--- src/rtl/module_display_scan.sv ---
// Two-digit 7-segment scan driver.
// Digit 0 shows the latched display-mux pattern, digit 1 the error status.
// Blanking gaps separate the digits, and a blink overlay flags double errors.
// Inputs are captured once per frame, on entry to digit 0.
module module_display_scan #(
   parameter int REFRESH_DIV = 27000,
   parameter int GAP_CYC     = 27,
   parameter int BLINK_DIV   = 6750000
) (
   input  logic       clk,
   input  logic       rst,
   input  logic [6:0] salida_mux,
   input  logic [6:0] pos_error,
   input  logic       error_simple,
   input  logic       error_doble,
   input  logic       no_error,
   output logic [6:0] seg,
   output logic [1:0] anodo
);

   localparam int CNT_MAX = (REFRESH_DIV > GAP_CYC) ? REFRESH_DIV : GAP_CYC;
   localparam int CNT_W   = $clog2(CNT_MAX);
   localparam int BLK_W   = $clog2(BLINK_DIV);

   localparam logic [CNT_W-1:0] REF_LAST = CNT_W'(REFRESH_DIV - 1);
   localparam logic [CNT_W-1:0] GAP_LAST = CNT_W'(GAP_CYC - 1);
   localparam logic [BLK_W-1:0] BLK_LAST = BLK_W'(BLINK_DIV - 1);

   typedef enum logic [1:0] {S_D0, S_GAP0, S_D1, S_GAP1} state_t;
   typedef enum logic [1:0] {M_IDLE, M_NOERR, M_SIMPLE, M_DOBLE} mode_t;

   state_t           r_state;
   state_t           w_state_nxt;
   logic [CNT_W-1:0] r_cnt;
   logic             w_phase_end;

   logic [6:0]       r_dig0;
   logic [6:0]       r_pos;
   logic             r_err_s;
   logic             r_err_d;
   logic             r_no_err;

   logic [BLK_W-1:0] r_blink_cnt;
   logic             r_blink_on;

   mode_t            w_mode;
   logic [6:0]       w_dig1;
   logic             w_blank;

   // Scan FSM state and phase counter; the phase counter restarts on every state change
   always_ff @(posedge clk) begin
      if (rst) begin
         r_state <= S_GAP1;
         r_cnt   <= '0;
      end else begin
         r_state <= w_state_nxt;
         r_cnt   <= w_phase_end ? '0 : r_cnt + 1'b1;
      end
   end

   // Frame latch: inputs are captured only on the GAP1 -> D0 edge
   always_ff @(posedge clk) begin
      if (rst) begin
         r_dig0   <= '0;
         r_pos    <= '0;
         r_err_s  <= 1'b0;
         r_err_d  <= 1'b0;
         r_no_err <= 1'b0;
      end else if (w_phase_end && r_state == S_GAP1) begin
         r_dig0   <= salida_mux;
         r_pos    <= pos_error;
         r_err_s  <= error_simple;
         r_err_d  <= error_doble;
         r_no_err <= no_error;
      end
   end

   // Free-running blink timer, independent of the scan phase
   always_ff @(posedge clk) begin
      if (rst) begin
         r_blink_cnt <= '0;
         r_blink_on  <= 1'b1;
      end else if (r_blink_cnt == BLK_LAST) begin
         r_blink_cnt <= '0;
         r_blink_on  <= ~r_blink_on;
      end else begin
         r_blink_cnt <= r_blink_cnt + 1'b1;
      end
   end

   // Next-state logic and output decode, driven purely from registered state
   always_comb begin
      w_state_nxt = r_state;
      seg         = 7'b0000000;
      anodo       = 2'b11;
      w_dig1      = 7'b0000000;

      if (r_state == S_D0 || r_state == S_D1) begin
         w_phase_end = (r_cnt == REF_LAST);
      end else begin
         w_phase_end = (r_cnt == GAP_LAST);
      end

      if (w_phase_end) begin
         case (r_state)
            S_D0:    w_state_nxt = S_GAP0;
            S_GAP0:  w_state_nxt = S_D1;
            S_D1:    w_state_nxt = S_GAP1;
            default: w_state_nxt = S_D0;
         endcase
      end

      // Double error dominates single error, which dominates no-error
      if (r_err_d) begin
         w_mode = M_DOBLE;
      end else if (r_err_s) begin
         w_mode = M_SIMPLE;
      end else if (r_no_err) begin
         w_mode = M_NOERR;
      end else begin
         w_mode = M_IDLE;
      end

      case (w_mode)
         M_SIMPLE: w_dig1 = r_pos;
         M_DOBLE:  w_dig1 = 7'b0000001;
         default:  w_dig1 = 7'b0000000;
      endcase

      w_blank = (w_mode == M_DOBLE) && !r_blink_on;

      if (!w_blank) begin
         case (r_state)
            S_D0: begin
               anodo = 2'b10;
               seg   = r_dig0;
            end
            S_D1: begin
               anodo = 2'b01;
               seg   = w_dig1;
            end
            default: begin
               anodo = 2'b11;
               seg   = 7'b0000000;
            end
         endcase
      end
   end

endmodule

--- config.mk ---
export PLATFORM = sky130hd
export DESIGN_NAME = module_display_scan
export DESIGN_NICKNAME = d
export VERILOG_FILES = /design/src/rtl/module_display_scan.sv
export SDC_FILE = /design/constraint.sdc
export NUM_CORES = 1
export LEC_CHECK = 0
export ABC_CLOCK_PERIOD_IN_PS = 2100
export CAP_MARGIN = 10
export CELL_PAD_IN_SITES_DETAIL_PLACEMENT = 2
export CELL_PAD_IN_SITES_GLOBAL_PLACEMENT = 2
export CORE_UTILIZATION = 35
export CTS_CLUSTER_SIZE = 25
export DETAILED_ROUTE_END_ITERATION = 10
export GPL_TIMING_DRIVEN = 0
export MAX_ROUTING_LAYER = met4
export PLACE_DENSITY = 0.86
export SYNTH_ARGS = -nofsm -noshare
export SYNTH_HDL_FRONTEND = slang
export SYNTH_SLANG_ARGS = --single-unit
--- constraint.sdc ---
create_clock -name clk -period 2.1 [get_ports clk]
set_clock_uncertainty 0.05 [all_clocks]
set_input_delay 0.525 -clock clk [delete_from_list [all_inputs] [get_ports clk]]
set_output_delay 0.525 -clock clk [all_outputs]
set_load 0.05 [all_outputs]
==> reports/qor.yml, run 1 <==
fp.dieH_um: 92.5
post_drt_wl_per_cell_um: 22.0
synth_nets: 343
place_hpwl_um: 5800
fmax_mhz: 446
fin_crit_sh_pct: 107
n_antenna_cell: 0
crit_type: "register to register"
drcViolationCount: 0
ys.warnings.count: 0
synth_common_cells: "57 x dfxtp_1, 34 x nor2_1, 33 x nand2b_1"
cpMaxStageDelayCell: "or4b_4"
tightest_slew_ns: 0.606
finalInstanceArea_um2: 3700
p_leak_uw: 0.00124
critical_path.n_buffers_inverters: 3
first_pass_iters: 4
syn_to_final_growth_pct: 29.0
core_area_um2: 7810
max_stage_delay_ns: 0.54
hold_depth: 1
end_kind: "register"
clock_path_buffers: 2
postRouteWirelength_um: 10300
max-vdd-ir-drop_uv: 292
start_util_pct: 36.7
cp.arrival_ns: 2.45
drive_above_1_share_pct: 19.3
r2r-end: "r_pos[6]"
violations: "setup timing"
slew_headroom_pct: 59.6
synth_top_cell_by_area: "dfxtp_1"
final_core_util_pct: 47.4
netlist_instances: 317
syn_area_per_cell_um2: 9.05
grt_pass1_wl_um: 14200
worst_slack_ns: -0.144
holdPathEnd: "r_blink_cnt[0]"
insertion_delay_ns: 0.35
dieArea_um2: 8560
syn_area_um2: 2870
hold_viol: 0
holdCritStartpoint: "r_blink_cnt[0]"
cp_cell_sequence: "buf_4 > nand4b_1 > or4b_4 > buf_6 > a21oi_4 > clkbuf_16 > mux2i_1"
startpoint_type: "register"
outcome: "finished with violations"
rsz0062_at_grt: "yes"
r2r_start: "r_state[0]"
antenna_found_initial: 0
grt_max_degree: 12
clk_pin_slew_ns: 0.08
pin_count: 28
path_max_fanout: 5
powerDensity_nw_per_um2: 653
tritoncts: "yes"
worstPathRequired_ns: 2.30
yosysUniqueCellTypes: 41
tns_ns: -2.01
fin_crit_ns: 2.24
ant_nets: 0
die_w_um: 92.5
regToRegSetupSlack_ns: -0.14
fp-row-count: 32
overflow: 0
h-tree-depth: 3
fill_cells: 808
ys_top_cells_by_area: "dfxtp_1 40%, nand2b_1 7.2%, mux2i_1 7.0%, nor2_1 4.5%, xor2_1 4.3%"
synth-main-ff-cell: "dfxtp_1"
synth_top_area_share_pct: 39.8
yosysMostFrequentCell: "dfxtp_1"
cts_root_buffer: "clkbuf_8"
nets: 389
numCtsBuffers: 9
routabilityCongestion: 0.752
grt_use_total_pct: 22.2
drv_cap: 0
synth_edf_count: 0
hp-class: "register to register"
synth-seq-cells: 57
report.final.slew_viol_count: 0
routed_via_density: 5.60
cts_num_sinks: 57
hold_ws_ns: 0.432
setup_viol: 32
dpl_cell_area_um2: 3260
cpLargestDelayFamily: "simple AND/OR/NAND/NOR gates"
worstRegToRegCells: 7
io_buffers: 25
synth-async-reset-ratio_pct: 0
vias: 2632
yosysSeqAreaShare_pct: 39.8
drtIter0Drc: 79
grt_pass1_vias: 2859
## how the worst max path moves through the flow
stage               start  endpoint  cells after the start
3_3_place_gp   r_state[0]    seg[2]                      7
6_report       r_state[0]  r_pos[6]                      7
4_1_cts        r_state[0]    seg[4]                      7
5_1_grt        r_state[0]    seg[3]                      7
3_5_place_dp   r_state[0]    seg[4]                      7
2_1_floorplan  r_state[0]    seg[1]                      6
## stage by stage
stage	std cells	setup WS, ns	total power [µW]
CTS	464	-0.0995	2430
floorplan	317	0.0624	1180
global placement	444	-0.672	1230
detailed placement	444	-0.767	1230
global route	470	-0.200	2490
finish	470	-0.144	2410
## where the power goes
group	internal (µW)	switching (µW)
clock network	702	500
logic	59.1	52.8
registers	1090	12.6
## per-layer routing
| layer | vias to the layer above | global-route usage, % | wire, µm |
|---|---|---|---|
| met2 | 83 | 40.2 | 5330 |
| met1 | 1315 | 24.0 | 4290 |
| met5 | - | - | 0 |
| li1 | 1209 | - | - |
| met4 | 0 | 6.90 | 267 |
| met3 | 25 | 4.84 | 432 |
## cells by family after synthesis
family / Yosys count / share of synthesized area [%]
compound gates: 30 / 8.03
xor+xnor: 26 / 7.94
fa+ha+maj: 7 / 3.05
buf+inv: 20 / 3.58
flops: 57 / 39.8
mux: 20 / 6.98
simple gates: 157 / 30.6
## repair_timing
action | 4_1_cts | 5_1_grt
pin swaps | 8 | 9
buffers inserted | 5 | 4
cloned | 0 | 2
resized for setup | 71 | 11
setup endpoints to repair | 54 | 60
hold buffers | 0 | 0
## cell usage in the layout, fill, tap and decap left out, drive strengths merged, types with 6 or more instances in the layout
master,n
xor2,14
nand2,16
nand4,11
xnor2,12
ha,7
and4,8
inv,6
nand2b,33
nor3,18
or3,7
nor2,34
clkdlybuf4s50,16
a22oi,7
nand3,12
buf,22
mux2i,20
a21oi,7
dfxtp,57
o21ai,8
clkbuf,20
## area by class of cell
type,count,area [µm²],share of cell area [%]
multi-input combinational,240,1730,46.7
sequential,57,1150,31.0
timing repair buffer,36,359,9.71
clock buffer,10,138,3.72
tap,102,128,3.45
clock inverter,6,91.3,2.47
buffer,13,85.1,2.30
inverter,6,25.0,0.677
## registers in the layout, summed over array words and instances (netlist names)
| signal | count |
|---|---|
| r_pos | 7 |
| r_dig0 | 7 |
| r_state | 2 |
| r_blink_on | 1 |
| r_blink_cnt | 23 |
| r_err_s | 1 |
| r_cnt | 15 |
| r_err_d | 1 |
(Power assumes the default switching activity.)
==> inputs of run 2 (changes only) <==
PLACE_DENSITY = unset   (was 0.86)
PLACE_DENSITY_LB_ADDON = 0.25   (was unset)
==> reports/qor.yml, run 2 (same netlist as run 1, synthesis figures left out) <==
cts_num_sinks: 57  # unchanged
violations: "setup timing"
cp_cell_sequence: "inv_4 > ha_4 > nand2_4 > nor2_4 > a22oi_2 > nor2_2 > buf_6"
outcome: "finished with violations"
hp-class: "register to register"
critical_path.n_buffers_inverters: 2  # -1
fin_crit_sh_pct: 101  # -6.1 points
powerDensity_nw_per_um2: 608  # -6.9%
io_buffers: 25  # unchanged
cts_root_buffer: "clkbuf_8"
grt_pass1_wl_um: 12800  # -10%
clockPowerShare_pct: 44.7  # -5.1 points
cpMaxStageDelayCell: "dfxtp_4"
overflow: 0  # unchanged
end_kind: "output port"
grt_pass1_vias: 2667  # -6.7%
tightest_slew_ns: 0.533  # -0.0736 ns
rsz0062_at_grt: "yes"
drv_cap: 0  # unchanged
drcViolationCount: 0  # unchanged
tritoncts: "yes"
p_sw_uw: 480  # -15%
tns_ns: -0.0424  # +1.97 ns
regMostFlops: "r_blink_cnt"
vias: 2465  # -6.3%
worst_slack_ns: -0.0147  # +0.129 ns
max_stage_delay_ns: 0.36  # -0.18 ns
dpl_cell_area_um2: 3260  # unchanged
fin_cells: 465  # -1.1%
finalPower_uw: 2190  # -9.2%
hold_viol: 0  # unchanged
ant_nets: 0  # unchanged
routabilityCongestion: 0.705  # -6.3%
fp-row-count: 32  # unchanged
finalInstanceArea_um2: 3600  # -2.5%
dieArea_um2: 8560  # unchanged
p_leak_uw: 0.00121  # -2.4%
mostFrequentLayoutCells: "51 x dfxtp_1, 33 x nand2b_1, 26 x nor2_1, 20 x mux2i_1, 17 x nor3_1"
placedCellCount: 444  # unchanged
path_max_fanout: 6  # +1
start_util_pct: 36.7  # unchanged
clk_pin_slew_ns: 0.06  # -0.02 ns
setup_viol: 5  # -84%
core_area_um2: 7810  # unchanged
insertion_delay_ns: 0.33  # -0.02 ns
fp.dieH_um: 92.5  # unchanged
reg.largest.list: "r_blink_cnt: 23 flops, r_cnt: 15 flops"
antenna_found_initial: 0  # unchanged
clock_path_buffers: 2  # unchanged
drtIter0Drc: 63  # -20%
cpLargestDelayFamily: "simple AND/OR/NAND/NOR gates"
switching_share_pct: 21.9  # -1.5 points
report.final.slew_viol_count: 0  # unchanged
largest_reg_flops: 23  # unchanged
power_frac_seq_pct: 50.2  # +4.6 points
grt_max_degree: 11  # -1
crit_type: "register to output port"
worstPathRequired_ns: 1.52  # -0.78 ns
n_antenna_cell: 0  # unchanged
max-vdd-ir-drop_uv: 313  # +7.1%
combPwrFrac_pct: 5.0  # +0.4 points
p_int_uw: 1710  # -7.4%
final_core_util_pct: 46.2  # -1.2 points
fin_crit_ns: 2.11  # -0.129 ns
numCtsBuffers: 9  # unchanged
fmax_mhz: 473  # +6.1%
h-tree-depth: 3  # unchanged
cp.arrival_ns: 1.54  # -0.91 ns
syn_to_final_growth_pct: 25.7
place_hpwl_um: 5490  # -5.3%
postCtsHoldBufs: 0  # unchanged
die_w_um: 92.5  # unchanged
startpoint_type: "register"
fill_cells: 857  # +6.1%
mostFrequentLayoutCell: "dfxtp_1"
slew_headroom_pct: 64.5  # +4.9 points
routed_via_density: 5.30  # -5.3%
pin_count: 28  # unchanged
nets: 386  # -0.77%
grt_use_total_pct: 19.8  # -2.3 points
first_pass_iters: 4  # unchanged
postRouteWirelength_um: 7780  # -25%
post_drt_wl_per_cell_um: 16.7  # -24%
drive_above_1_share_pct: 19.0  # -0.29 points
[run 2: layout make-up]
class,instances,area [µm²],share of cell area (%)
Tap cell,102,128,3.54
Sequential cell,57,1150,32.0
Multi-Input combinational cell,240,1720,47.6
Clock buffer,10,138,3.82
Timing Repair Buffer,33,318,8.82
Inverter,6,25.0,0.694
Clock inverter,4,45.0,1.25
Buffer,13,81.3,2.26
[run 2: power by group through the flow]
stage	combinational (µW)	clock, µW	sequential [µW]
final	111	980	1100
after global routing	122	1070	1100
after CTS	108	1010	1100
after detailed placement	106	0	1130
after global placement	103	0	1130
after floorplan	56.0	0	1120
[run 2: timing repair]
item                                    CTS  global route
endpoints found under the setup margin   49            42
gates cloned                              0             2
pin swaps                                 9             5
setup buffers                             5             1
resized for setup                        72            14
[run 2: path summary, 6_finish.rpt]
check / slack [ns] / start / cells after the start / endpoint
setup / recovery: -0.01 / r_state[0] / 7 / seg[2]
hold / removal: 0.43 / r_blink_cnt[0] / 1 / r_blink_cnt[0]
setup reg to reg: 0.05 / r_state[0] / 6 / r_cnt[5]
hold reg to reg: 0.43 / r_blink_cnt[0] / 1 / r_blink_cnt[0]
[run 2: routing by layer]
| metal | vias up | wire length (µm) | GRT usage [%] |
|---|---|---|---|
| met5 | - | 0 | - |
| met4 | 0 | 76 | 4.69 |
| met3 | 8 | 225 | 5.01 |
| met2 | 29 | 3950 | 35.4 |
| met1 | 1223 | 3520 | 22.1 |
| li1 | 1205 | - | - |
[run 2: through the flow]
| stage | setup slack [ns] | hold slack [ns] |
|---|---|---|
| after floorplan | 0.0624 | 0.388 |
| after global placement | -0.723 | 0.405 |
| final | -0.0147 | 0.434 |
| after detailed placement | -0.713 | 0.422 |
| after CTS | -0.0611 | 0.438 |
| after global routing | -0.114 | 0.456 |
[run 2: worst register-to-register path: stages, from the launching register on]
cell and delay, ns:
dfxtp_4 0.36, buf_4 0.14, nand4b_1 0.16, or4b_4 0.55
a2111oi_4 0.39, buf_6 0.20, nor3_1 0.06
